==> src/rtl/round_scoreboard_if.sv <==
// Event inputs and game-state outputs of the round scoreboard.
interface round_scoreboard_if #(
  parameter int BIRDS_PER_ROUND = 10,
  parameter int NUM_ROUNDS      = 16,
  parameter int SCORE_W         = 14
);
  localparam int CNT_W = $clog2(BIRDS_PER_ROUND + 1);
  localparam int RND_W = (NUM_ROUNDS > 1) ? $clog2(NUM_ROUNDS) : 1;

  logic                       restart;
  logic                       hit;
  logic                       escape;
  logic [BIRDS_PER_ROUND-1:0] bird_map;
  logic [CNT_W-1:0]           hit_count;
  logic [CNT_W-1:0]           esc_count;
  logic [RND_W-1:0]           round;
  logic [SCORE_W-1:0]         score;
  logic [15:0]                score_bcd;
  logic                       bcd_valid;
  logic                       round_done;
  logic                       game_over;
  logic                       game_won;

  modport master (
    output restart, hit, escape,
    input  bird_map, hit_count, esc_count, round, score, score_bcd,
           bcd_valid, round_done, game_over, game_won
  );

  modport slave (
    input  restart, hit, escape,
    output bird_map, hit_count, esc_count, round, score, score_bcd,
           bcd_valid, round_done, game_over, game_won
  );
endinterface

==> src/rtl/round_scoreboard.sv <==
// Round/score bookkeeping for the shooting game, with sequential BCD display conversion.
//
//   state | meaning
//   PLAY  | hit/escape events accepted
//   EVAL  | one cycle: round judged, events dropped
//   OVER  | game finished, waits for restart or reset
module round_scoreboard #(
  parameter int BIRDS_PER_ROUND = 10,
  parameter int NUM_ROUNDS      = 16,
  parameter int PASS_HITS       = 5,
  parameter int HIT_POINTS      = 50,
  parameter int ESCAPE_PENALTY  = 10,
  parameter int SCORE_W         = 14,
  parameter int SCORE_MAX       = 9999
) (
  input logic              clk,
  input logic              reset_n,
  round_scoreboard_if.slave bus
);
  localparam int CNT_W  = $clog2(BIRDS_PER_ROUND + 1);
  localparam int RND_W  = (NUM_ROUNDS > 1) ? $clog2(NUM_ROUNDS) : 1;
  localparam int BCNT_W = $clog2(SCORE_W + 1);
  localparam int SUM_W  = SCORE_W + 1;

  typedef enum logic [1:0] {PLAY, EVAL, OVER} state_t;

  state_t                     state, state_nxt;
  logic [BIRDS_PER_ROUND-1:0] map_q, map_nxt;
  logic [CNT_W-1:0]           hit_q, esc_q;
  logic [CNT_W:0]             slot;
  logic [RND_W-1:0]           round_q;
  logic [SCORE_W-1:0]         score_q, score_nxt;
  logic [SUM_W-1:0]           score_sum;
  logic                       score_chg;
  logic                       round_done_q, over_q, won_q;
  logic                       accept_hit, accept_esc, round_full, in_eval, eval_pass, last_round;
  logic [SCORE_W-1:0]         bin_sr;
  logic [15:0]                bcd_acc, bcd_q;
  logic [BCNT_W-1:0]          bit_cnt;
  logic                       bcd_valid_q;

  // One double-dabble step: add 3 to any digit >= 5, then shift in the next binary bit.
  function automatic logic [15:0] dd_step(input logic [15:0] acc, input logic b);
    logic [15:0] adj;
    adj = acc;
    for (int i = 0; i < 4; i++)
      if (adj[i*4 +: 4] >= 4'd5) adj[i*4 +: 4] = adj[i*4 +: 4] + 4'd3;
    return {adj[14:0], b};
  endfunction

  // State register.
  always_ff @(posedge clk or negedge reset_n) begin
    if (!reset_n) state <= PLAY;
    else          state <= state_nxt;
  end

  // Next-state logic; restart overrides everything.
  always_comb begin
    state_nxt = state;
    if (bus.restart) state_nxt = PLAY;
    else begin
      case (state)
        PLAY:    if (round_full) state_nxt = EVAL;
        EVAL:    state_nxt = (eval_pass && !last_round) ? PLAY : OVER;
        default: state_nxt = OVER;
      endcase
    end
  end

  // FSM decode: which event is accepted this cycle and how the round is judged.
  always_comb begin
    accept_esc = (state == PLAY) && bus.escape;
    accept_hit = (state == PLAY) && bus.hit && !bus.escape;
    in_eval    = (state == EVAL);
    eval_pass  = (hit_q >= CNT_W'(PASS_HITS));
    last_round = (round_q == RND_W'(NUM_ROUNDS - 1));
    slot       = {1'b0, hit_q} + {1'b0, esc_q};
    round_full = (accept_hit || accept_esc) &&
                 ((slot + (CNT_W+1)'(1)) == (CNT_W+1)'(BIRDS_PER_ROUND));
  end

  // Next bird map and saturating score for the accepted event.
  always_comb begin
    map_nxt   = map_q;
    for (int i = 0; i < BIRDS_PER_ROUND; i++)
      if (slot == (CNT_W+1)'(i)) map_nxt[i] = 1'b0;
    score_sum = {1'b0, score_q} + SUM_W'(HIT_POINTS);
    score_nxt = score_q;
    if (accept_esc)
      score_nxt = (score_q < SCORE_W'(ESCAPE_PENALTY)) ? '0 : score_q - SCORE_W'(ESCAPE_PENALTY);
    else if (accept_hit)
      score_nxt = (score_sum > SUM_W'(SCORE_MAX)) ? SCORE_W'(SCORE_MAX) : score_sum[SCORE_W-1:0];
    score_chg = (score_nxt != score_q);
  end

  // Game-state registers: event counting, round advance and end-of-game flags.
  always_ff @(posedge clk or negedge reset_n) begin
    if (!reset_n) begin
      map_q <= '1; hit_q <= '0; esc_q <= '0; round_q <= '0; score_q <= '0;
      round_done_q <= 1'b0; over_q <= 1'b0; won_q <= 1'b0;
    end else if (bus.restart) begin
      map_q <= '1; hit_q <= '0; esc_q <= '0; round_q <= '0; score_q <= '0;
      round_done_q <= 1'b0; over_q <= 1'b0; won_q <= 1'b0;
    end else begin
      round_done_q <= (state_nxt == EVAL);
      score_q      <= score_nxt;
      if (accept_esc) esc_q <= esc_q + CNT_W'(1);
      if (accept_hit) begin
        hit_q <= hit_q + CNT_W'(1);
        map_q <= map_nxt;
      end
      if (in_eval) begin
        if (eval_pass && !last_round) begin
          round_q <= round_q + RND_W'(1);
          map_q   <= '1;
          hit_q   <= '0;
          esc_q   <= '0;
        end else begin
          over_q <= 1'b1;
          won_q  <= eval_pass;
        end
      end
    end
  end

  // Score-to-BCD: reload on every score change, shift one bit per cycle, publish when the bit counter expires.
  always_ff @(posedge clk or negedge reset_n) begin
    if (!reset_n) begin
      bin_sr <= '0; bcd_acc <= '0; bit_cnt <= '0; bcd_q <= '0; bcd_valid_q <= 1'b1;
    end else if (bus.restart) begin
      bin_sr <= '0; bcd_acc <= '0; bit_cnt <= '0; bcd_q <= '0; bcd_valid_q <= 1'b1;
    end else if (score_chg) begin
      bin_sr      <= score_nxt;
      bcd_acc     <= '0;
      bit_cnt     <= BCNT_W'(SCORE_W);
      bcd_valid_q <= 1'b0;
    end else if (!bcd_valid_q) begin
      if (bit_cnt != '0) begin
        bcd_acc <= dd_step(bcd_acc, bin_sr[SCORE_W-1]);
        bin_sr  <= bin_sr << 1;
        bit_cnt <= bit_cnt - BCNT_W'(1);
      end else begin
        bcd_q       <= bcd_acc;
        bcd_valid_q <= 1'b1;
      end
    end
  end

  assign bus.bird_map   = map_q;
  assign bus.hit_count  = hit_q;
  assign bus.esc_count  = esc_q;
  assign bus.round      = round_q;
  assign bus.score      = score_q;
  assign bus.score_bcd  = bcd_q;
  assign bus.bcd_valid  = bcd_valid_q;
  assign bus.round_done = round_done_q;
  assign bus.game_over  = over_q;
  assign bus.game_won   = won_q;
endmodule
==> src/flat_wrapper.sv <==
// flat-port wrapper written by rule: the top's interface ports become plain ports
module round_scoreboard_flat 
#(
  parameter int BIRDS_PER_ROUND = 10,
  parameter int NUM_ROUNDS      = 16,
  parameter int PASS_HITS       = 5,
  parameter int HIT_POINTS      = 50,
  parameter int ESCAPE_PENALTY  = 10,
  parameter int SCORE_W         = 14,
  parameter int SCORE_MAX       = 9999
)
  (clk, reset_n, bus_restart, bus_hit, bus_escape, bus_bird_map, bus_hit_count, bus_esc_count, bus_round, bus_score, bus_score_bcd, bus_bcd_valid, bus_round_done, bus_game_over, bus_game_won);
  round_scoreboard_if #(.BIRDS_PER_ROUND(BIRDS_PER_ROUND), .NUM_ROUNDS(NUM_ROUNDS), .SCORE_W(SCORE_W)) bus_i ();
  input logic clk;
  input logic reset_n;
  input wire logic [$bits(bus_i.restart)-1:0] bus_restart;
  input wire logic [$bits(bus_i.hit)-1:0] bus_hit;
  input wire logic [$bits(bus_i.escape)-1:0] bus_escape;
  output wire logic [$bits(bus_i.bird_map)-1:0] bus_bird_map;
  output wire logic [$bits(bus_i.hit_count)-1:0] bus_hit_count;
  output wire logic [$bits(bus_i.esc_count)-1:0] bus_esc_count;
  output wire logic [$bits(bus_i.round)-1:0] bus_round;
  output wire logic [$bits(bus_i.score)-1:0] bus_score;
  output wire logic [$bits(bus_i.score_bcd)-1:0] bus_score_bcd;
  output wire logic [$bits(bus_i.bcd_valid)-1:0] bus_bcd_valid;
  output wire logic [$bits(bus_i.round_done)-1:0] bus_round_done;
  output wire logic [$bits(bus_i.game_over)-1:0] bus_game_over;
  output wire logic [$bits(bus_i.game_won)-1:0] bus_game_won;
  assign bus_i.restart = bus_restart;
  assign bus_i.hit = bus_hit;
  assign bus_i.escape = bus_escape;
  assign bus_bird_map = bus_i.bird_map;
  assign bus_hit_count = bus_i.hit_count;
  assign bus_esc_count = bus_i.esc_count;
  assign bus_round = bus_i.round;
  assign bus_score = bus_i.score;
  assign bus_score_bcd = bus_i.score_bcd;
  assign bus_bcd_valid = bus_i.bcd_valid;
  assign bus_round_done = bus_i.round_done;
  assign bus_game_over = bus_i.game_over;
  assign bus_game_won = bus_i.game_won;
  round_scoreboard #(.BIRDS_PER_ROUND(BIRDS_PER_ROUND), .NUM_ROUNDS(NUM_ROUNDS), .PASS_HITS(PASS_HITS), .HIT_POINTS(HIT_POINTS), .ESCAPE_PENALTY(ESCAPE_PENALTY), .SCORE_W(SCORE_W), .SCORE_MAX(SCORE_MAX)) u_core (.clk(clk), .reset_n(reset_n), .bus(bus_i));
endmodule
==> config.mk <==
export PLATFORM = sky130hd
export DESIGN_NAME = round_scoreboard_flat
export DESIGN_NICKNAME = d
export VERILOG_FILES = /design/src/rtl/round_scoreboard_if.sv /design/src/rtl/round_scoreboard.sv /design/src/flat_wrapper.sv
export SDC_FILE = /design/constraint.sdc
export NUM_CORES = 1
export LEC_CHECK = 0
export CAP_MARGIN = 20
export CORE_MARGIN = 2
export CORE_UTILIZATION = 50
export CTS_CLUSTER_DIAMETER = 80
export DETAILED_ROUTE_END_ITERATION = 16
export HOLD_SLACK_MARGIN = 0.08
export PLACE_DENSITY = 0.69
export REMOVE_ABC_BUFFERS = 1
export SLEW_MARGIN = 20
export SYNTH_ARGS = -nofsm -noshare
export SYNTH_HDL_FRONTEND = slang
export SYNTH_SLANG_ARGS = --single-unit
==> constraint.sdc <==
create_clock -name clk -period 11.1 [get_ports clk]
set_input_delay 2.22 -clock clk [delete_from_list [all_inputs] [get_ports clk]]
set_output_delay 2.22 -clock clk [all_outputs]
set_load 0.05 [all_outputs]
* Word-level counts from Yosys, hierarchy flattened
Index checks and enable logic that the tools add are counted.
** Operators by class
- $add $sub $neg :: 12
- $lt $le $gt $ge :: 7
- Eq/ne operators :: 19
- Mux-type cells :: 65
- Reduce and logical (&&, ||, !) cells :: 18
** Operator list (count)
- 2-to-1 mux 16 bit :: 8
- 2-to-1 mux 14 bit :: 9
- 2-to-1 mux 4 bit :: 18
- 2-to-1 mux 10 bit :: 4
- 2-to-1 mux 1 bit :: 21
- equality test 5 x 3 -> 1 bit (second input constant) :: 4
- >= comparator 4 x 3 -> 1 bit (second input constant) :: 5
- adder 14 x 6 -> 15 bit (second input constant) :: 1
- equality test 5 x 4 -> 1 bit (second input constant) :: 3
- > comparator 15 x 14 -> 1 bit (second input constant) :: 1
- < comparator 14 x 4 -> 1 bit (second input constant) :: 1
- inequality test 14 bit :: 1
- subtractor 14 x 4 -> 14 bit (second input constant) :: 1
- adder 4 x 1 -> 4 bit (second input constant) :: 3
- adder 4 x 2 -> 4 bit (second input constant) :: 3
- equality test 5 x 2 -> 1 bit (second input constant) :: 2
- inequality test 2 bit (second input constant) :: 4
- 2-to-1 mux 2 bit :: 3
- AND reduction 2 bit :: 3
- adder 4 x 4 -> 5 bit :: 1
- adder 5 x 1 -> 5 bit (second input constant) :: 1
- equality test 5 x 1 -> 1 bit (second input constant) :: 1
- logical AND 1 bit :: 5
- zero test 5 bit :: 1
- 14 further kinds :: 17
** Word-level totals
- Flip-flop bits (word level) :: 92
- Input port bits :: 5
- Output and inout bits :: 56
- Word-level logic and storage cells :: 135

* Logic depth before layout (Yosys ltp)
Gate-level depths: netlist of run 1.
- Depth in word-level cells :: 10
- Depth in mapped cells :: 15
- Mapped depth without buffers :: 12

* Worst setup path before layout of run 1
No wires, ideal clock.
- Kind :: input to register
- Start :: in bus_escape
- End :: reg u_core.bin_sr[10]
- Library setup time :: 0.128 ns
- Arrival :: 4.453 ns
- Required time :: 10.972 ns
- Setup slack :: 6.519 ns
- Cell stages on the path :: 10
- Buffers on the path :: 2
- Path through :: nor3b_1 clkbuf_1 a2111oi_0 o22ai_1 a311o_1 a211oi_2 and4_1 nand2_2 buf_4 mux2_1
** On the way
- Word-level cells in the longest chain between the ends :: 7
- Elaborated cells on any way between the ends :: 11
- Those cells by class :: 2 x eq/ne; 4 x mux; 5 x reduce/logical
** RTL lines
- from (decl) :: line flat_wrapper.sv:18 : input wire logic [$bits(bus_i.escape)-1:0] bus_escape;
- zero test 1 bit :: line round_scoreboard.sv:73 : accept_hit = (state == PLAY) && bus.hit && !bus.escape;
- logical AND 1 bit :: line round_scoreboard.sv:73
- 2-to-1 mux 14 bit :: line round_scoreboard.sv:91 : else if (accept_hit)
- 2-to-1 mux 14 bit * :: line round_scoreboard.sv:89 : if (accept_esc)
- inequality test 14 bit :: line round_scoreboard.sv:93 : score_chg = (score_nxt != score_q);
- inequality test 3 x 2 -> 1 bit (no source line) (tied with other cells)
- AND reduction 2 bit (no source line) or 2-to-1 mux 14 bit (tied branches)
- to (signal assigned) :: line round_scoreboard.sv:133 : bin_sr <= score_nxt;
- to (signal assigned) :: line round_scoreboard.sv:140 : bin_sr <= bin_sr << 1;
- to (decl) :: line round_scoreboard.sv:37 : logic [SCORE_W-1:0] bin_sr;
Mark *: on every way between the ends. The rest lies on a longest branch, timed or not.
A chain may end at the register's enable or synchronous reset.

* Worst setup path after layout of run 1
- Start :: in bus_escape
- End :: reg u_core.bin_sr[7]
The elaborated chain is that of the path after synthesis.

==> flow_summary.json, run 1 <==
{
  "maxCapViolations": 0,
  "holdBufCountCts": 0,
  "synth_edf_count": 0,
  "final_layout_size_suffix_gt1_share_pct": 7.334,
  "grt_pass1_wl_um": 25930,
  "synth_ff_type": "dfrtp_1",
  "powerDensity_nw_per_um2": 139.8,
  "syn-cell-area_um2": 5901,
  "worstPathMaxFanout": 32,
  "syn_avg_cell_area_um2": 8.755,
  "worstPathRequired_ns": 11.31,
  "yosys_warnings": 0,
  "layout_commonest_cell": "dfrtp_1",
  "reg2reg_to": "u_core.bin_sr[7]",
  "cts_setup_buffers": 0,
  "path_clk_slew_ns": 0.06,
  "cp_cell_sequence": "clkdlybuf4s50_1 > nor3b_2 > nand2_1 > nor2_1 > a2111oi_0 > a21oi_1 > mux2i_1 > a211oi_2 > and4_1 > nand2_2 > mux2_1",
  "peakVddDrop_mv": 0.1055,
  "drt_iter0_markers": 426,
  "relSlewSlack_pct": 37.30,
  "die_area_um2": 12690,
  "cp.arrival_ns": 5.91,
  "hold_class": "flop to flop",
  "place_congestion": 1.037,
  "fillers": 1008,
  "htree_levels": 3,
  "cp-end-kind": "flop",
  "ff2ff_setup_slack_ns": 6.53,
  "post_cts_resized": 0,
  "cp-startpoint": "bus_escape",
  "antennaDiodeCount": 0,
  "via_per_inst": 6.046,
  "synth_compound_gate_area_share_pct": 18.41,
  "die_y_um": 112.6,
  "outcome": "complete, no violations",
  "setup_viol": 0,
  "synthDominantCellAreaShare_pct": 34.35,
  "r2r_start": "u_core.bus.score[2]",
  "antenna_found_initial": 0,
  "dr_total_vias": 5151,
  "cts_root_buffer": "clkbuf_16",
  "grt_max_degree": 85,
  "ioPinCount": 61,
  "crit_buf_inv": 1,
  "synth-seq-cells": 92,
  "synth_top_family_by_area": "simple AND/OR/NAND/NOR gates",
  "num-nets-final": 731,
  "rr_worst_depth": 11,
  "synthTopCellsByArea": "dfrtp_1 34%, dfstp_2 4.9%, a21oi_1 4.8%, nand2_1 4.7%, ha_1 4.5%",
  "synth_seq_area_share_pct": 39.25,
  "dpl.hpwl_um": 10590,
  "whs_endpoint": "u_core.bus.bird_map[5]",
  "total_power_uw": 952.9,
  "fin_worst_skew_ns": 0.01501,
  "gr-usage-all-layers_pct": 25.10,
  "drv_slew": 0,
  "fmaxAchievable_mhz": 175.3,
  "synthAdderAreaFrac_pct": 4.792,
  "max_stage_delay_ns": 0.77,
  "io_buffers": 60,
  "drtAntennaViolNets": 0,
  "crit_type": "input port to flop",
  "finalCritPeriodShare_pct": 51.40,
  "grt_pass1_vias": 5061,
  "wirelength_um": 15430,
  "insertion_delay_ns": 0.34,
  "power.leakage_uw": 0.002765,
  "rsz0062_at_grt": "no",
  "cts_tree": "yes",
  "cts_buffers": 9,
  "fin_setup_tns_ns": 0,
  "clock-sinks": 92,
  "min_path_cells": 2,
  "min_period_ns": 5.705,
  "most-common-layout-cells": "81 x dfrtp_1, 74 x nand2_1, 58 x clkdlybuf4s50_1",
  "rows": 39,
  "overflow": 0,
  "cpLargestDelayFamily": "simple AND/OR/NAND/NOR gates",
  "core_um2": 11470,
  "start_util_pct": 51.46,
  "ys_types": 68,
  "wl_per_cell_um": 18.10,
  "synthSimpleGateAreaFrac_pct": 23.18,
  "hold_viol_final": 0,
  "synth_mux_area_share_pct": 5.619,
  "drc_errors": 0,
  "critPathLaunchType": "input port",
  "min_from": "u_core.bus.bird_map[5]",
  "die_w_um": 112.6,
  "synth.largest_area_cell": "dfrtp_1",
  "async_reset_ff_share_pct": 100.0,
  "synth_xor_area_share_pct": 4.283,
  "first_pass_iters": 5,
  "slowest_stage": "clkdlybuf4s50_1",
  "clock_path_buffers": 2,
  "tightest_slew_ns": 0.9307,
  "area_growth_pct": 15.54,
  "syn_inst": 674
}
-- synthesized netlist by cell type, types with 3 or more instances --
library cell and n:
xor2_1 15, nand2b_1 25, nand4_1 8, ha_1 21, nand3b_1 3, buf_2 7, xnor2_1 12, o21ai_1 11
o311a_1 3, nor4_1 5, a211oi_1 6, nand3_1 9, nor3_1 35, dfstp_2 11, clkbuf_1 34, nor3b_1 4
mux2_2 3, a21o_1 7, and4_1 4, mux2i_1 14, and2_1 4, and3_1 8, o211ai_1 4, nor2b_1 15
a31oi_1 7, nor4b_1 4, buf_4 5, mux2_1 14, dfrtp_1 81, o41ai_1 8, o21ai_0 37, nor2_1 56
a21oi_1 57, or3_1 4, nand2_1 74, inv_1 17, a311oi_1 3
-- cells by family after synthesis --
| family | after synthesis |
|---|---|
| fa+ha+maj | 22 |
| xor+xnor | 28 |
| compound gates | 169 |
| mux | 31 |
| simple gates | 269 |
| buf+inv | 63 |
| flops | 92 |
-- state kept, by name, summed over array words and instances, names as in the netlist --
name,flops
u_core.bcd_acc,16
u_core.bin_sr,14
u_core.bit_cnt,4
u_core.bus.bcd_valid,1
u_core.bus.bird_map,10
u_core.bus.esc_count,4
u_core.bus.game_over,1
u_core.bus.game_won,1
u_core.bus.hit_count,4
u_core.bus.round,4
u_core.bus.round_done,1
u_core.bus.score,14
u_core.bus.score_bcd,16
u_core.state,2
-- worst register-to-register path, stage by stage (launching register included) --
cell and delay (ns):
dfrtp_1 0.56, ha_1 0.61, a211o_1 0.39, nand4_1 0.21
mux2_2 0.31, o221ai_1 0.14, or4_4 0.51, nand3_1 0.20
mux2i_1 0.30, and4_1 0.31, nand2_2 0.42, mux2_1 0.50
-- metrics by stage --
stage	setup slack (ns)	hold WS, ns	area, µm²	std cells	utilization [%]
finish	5.395	0.4862	6818	852	59.45
global route	5.157	0.5172	6818	852	59.45
CTS	5.427	0.4853	6818	852	59.45
detailed placement	5.087	0.4758	6521	836	56.87
global placement	5.239	0.4665	6521	836	56.87
floorplan	5.231	0.5332	5700	628	-
-- cell type report --
class / instances / area [µm²] / area share [%]
flip-flops and latches: 92 / 2316 / 33.97
clock inverters: 3 / 46.29 / 0.6790
well taps: 143 / 178.9 / 2.624
repair buffers: 65 / 630.6 / 9.249
inverters: 17 / 63.81 / 0.9360
clock buffers: 13 / 250.2 / 3.670
multi-input cells: 519 / 3332 / 48.87
-- worst max path at each step --
stage / cells past startpoint / slack, ns / to
after detailed placement: 11 / 5.09 / u_core.bin_sr[3]
after CTS: 11 / 5.43 / u_core.bin_sr[7]
after global placement: 11 / 5.24 / u_core.bin_sr[1]
after floorplan: 9 / 5.23 / u_core.bin_sr[12]
after global routing: 11 / 5.16 / u_core.bin_sr[7]
final: 11 / 5.39 / u_core.bin_sr[7]
-- per-layer routing --
layer  GRT usage, %  part of all wire, %  up-vias
li1               -                    -     2456
met1          35.87                   46     2489
met2          39.04                   47      182
met3          3.834                  5.0       24
met4          8.699                  2.0        0
met5              0                    0        -
-- report_power, final --
part,switching (µW),internal [µW],total [µW],leakage [µW]
clock,130,182,312,0.000140
combinational,158,82.2,240,0.00141
sequential,45.3,355,401,0.00122
Power figures use the tool's default switching activity.
==> run 2: changes to the inputs <==
==> constraint.sdc (replaced) <==
create_clock -name clk -period 5.7 [get_ports clk]
set_input_delay 1.14 -clock clk [delete_from_list [all_inputs] [get_ports clk]]
set_output_delay 1.14 -clock clk [all_outputs]
set_load 0.05 [all_outputs]
==> run 2 against run 1 <==
  * Routed wire length is essentially flat
  * Worst hold slack worse by 0.0051 ns
  * Clock power grew 90%
  * Global-route usage grew 0.060 points
  * Sequential share of layout area fell by 0.13 points
  * Clock skew fell by 0.0077 ns
  * Power is 94% higher
  * Largest power group unchanged
  * Utilization increased by 0.23 points
  * Register-to-register slack got worse by 5.4 ns
  * Cell count is 0.47% higher
  * Non-clock buffer count rose by 4
  * Combinational power is 97% higher
  * Critical path type unchanged
==> flow_summary.json, run 2 (same netlist as run 1, synthesis figures left out) <==
{
  "path_clk_slew_ns": 0.06,
  "rr_worst_depth": 11,
  "outcome": "complete, no violations",
  "fin_worst_skew_ns": 0.007286,
  "dpl.hpwl_um": 10800,
  "antenna_found_initial": 0,
  "r2r_start": "u_core.bus.score[1]",
  "clock_power_share_pct": 32.1,
  "via_per_inst": 6.075,
  "min_path_cells": 2,
  "relSlewSlack_pct": 42.04,
  "hold_viol_final": 0,
  "crit_type": "input port to flop",
  "start_util_pct": 51.46,
  "grt_pass1_vias": 4869,
  "num-nets-final": 735,
  "dp_slack_ns": 0.9044,
  "clock-sinks": 92,
  "cts_setup_buffers": 0,
  "drv_slew": 0,
  "pwr-share-seq_pct": 42.3,
  "most-common-layout-cells": "81 x dfrtp_1, 74 x nand2_1, 58 x clkdlybuf4s50_1",
  "maxCapViolations": 0,
  "antennaDiodeCount": 0,
  "place_congestion": 0.9930,
  "switchingPower_uw": 647.2,
  "core_um2": 11470,
  "cts_root_buffer": "clkbuf_16",
  "overflow": 0,
  "cp.arrival_ns": 4.76,
  "first_pass_iters": 6,
  "fillers": 1034,
  "wirelength_um": 15430,
  "total_power_uw": 1844,
  "cp-startpoint": "bus_escape",
  "worstPathRequired_ns": 5.92,
  "comb_power_share_pct": 25.6,
  "drtAntennaViolNets": 0,
  "wl_per_cell_um": 18.03,
  "dr_total_vias": 5200,
  "swShare_pct": 35.10,
  "post_cts_resized": 0,
  "layout_commonest_cell": "dfrtp_1",
  "drc_errors": 0,
  "powerDensity_nw_per_um2": 269.4,
  "rows": 39,
  "power.leakage_uw": 0.002783,
  "die_w_um": 112.6,
  "finalCritPeriodShare_pct": 79.62,
  "rsz0062_at_grt": "no",
  "gr-usage-all-layers_pct": 25.16,
  "io_buffers": 60,
  "grt_pass1_wl_um": 25590,
  "cts_tree": "yes",
  "min_from": "u_core.bus.bird_map[9]",
  "htree_levels": 3,
  "tightest_slew_ns": 0.8674,
  "peakVddDrop_mv": 0.2416,
  "die_area_um2": 12690,
  "internal_power_uw": 1197,
  "fin_hold_ws_ns": 0.4811,
  "fin_setup_tns_ns": 0,
  "ff2ff_setup_slack_ns": 1.16,
  "clock_path_buffers": 2,
  "worstPathMaxFanout": 32,
  "final_layout_size_suffix_gt1_share_pct": 8.135,
  "cp-end-kind": "flop",
  "cts_buffers": 9,
  "fmaxAchievable_mhz": 220.4,
  "reg2reg_to": "u_core.bin_sr[10]",
  "final_util_pct": 59.68,
  "holdBufCountCts": 0,
  "critPathLaunchType": "input port",
  "die_y_um": 112.6,
  "ioPinCount": 61,
  "whs_endpoint": "u_core.bus.bird_map[9]",
  "setup_ws_ns": 1.162,
  "area_growth_pct": 15.99,
  "grt_max_degree": 84,
  "setup_viol": 0,
  "insertion_delay_ns": 0.34,
  "hold_class": "flop to flop",
  "drt_iter0_markers": 454,
  "min_period_ns": 4.538
}
[run 2: cell types whose count changed in the layout (fill, tap and decap cells not counted), sizes merged]
cell	previous run	this run
buf	7	11
clkbuf	13	10
clkinv	0	2
clkinvlp	1	2
[run 2: routing by layer]
layer | wire length, µm | share of wire [%] | track usage (%) | up-vias
li1 | - | - | - | 2462
met1 | 6984 | 45 | 35.58 | 2525
met2 | 7207 | 47 | 39.08 | 186
met3 | 853 | 5.5 | 3.888 | 27
met4 | 384 | 2.5 | 9.675 | 0
met5 | 0 | 0 | 0 | -
[run 2: layout make-up]
type | count | area [µm²] | share of cell area, %
multi-input combinational | 519 | 3332 | 48.68
sequential | 92 | 2316 | 33.84
clock buffer | 10 | 229.0 | 3.346
inverter | 17 | 63.81 | 0.9324
clock inverter | 6 | 63.81 | 0.9324
tap | 143 | 178.9 | 2.614
timing repair buffer | 69 | 660.6 | 9.653
[run 2: worst max path at each step]
| stage | to | slack [ns] | depth (start not counted) |
|---|---|---|---|
| floorplan | u_core.bin_sr[12] | 0.91 | 9 |
| global placement | u_core.bin_sr[3] | 0.97 | 10 |
| detailed placement | u_core.bin_sr[4] | 0.90 | 10 |
| CTS | u_core.bin_sr[4] | 1.22 | 11 |
| global route | u_core.bin_sr[4] | 0.86 | 10 |
| finish | u_core.bin_sr[10] | 1.16 | 10 |
[run 2: stage by stage]
stage / std cells / cell area (µm²)
after floorplan: 628 / 5700
after global placement: 840 / 6551
after detailed placement: 840 / 6551
after CTS: 856 / 6844
after global routing: 856 / 6844
final: 856 / 6844
[run 2: power by group through the flow]
stage / sequential, µW / combinational, µW / clock, µW
floorplan: 830 / 251 / 0
finish: 780 / 472 / 592
global placement: 788 / 468 / 0
detailed placement: 790 / 468 / 0
CTS: 778 / 471 / 606
global route: 787 / 513 / 634
[run 2: critical path, cell delays in order]
cell	delay [ns]
clkdlybuf4s50_1	0.74
nor3b_2	0.28
nand2_1	0.15
a2111oi_0	0.44
o22ai_1	0.17
a311o_1	0.35
a211oi_2	0.25
and4_1	0.31
nand2_2	0.43
mux2_1	0.48
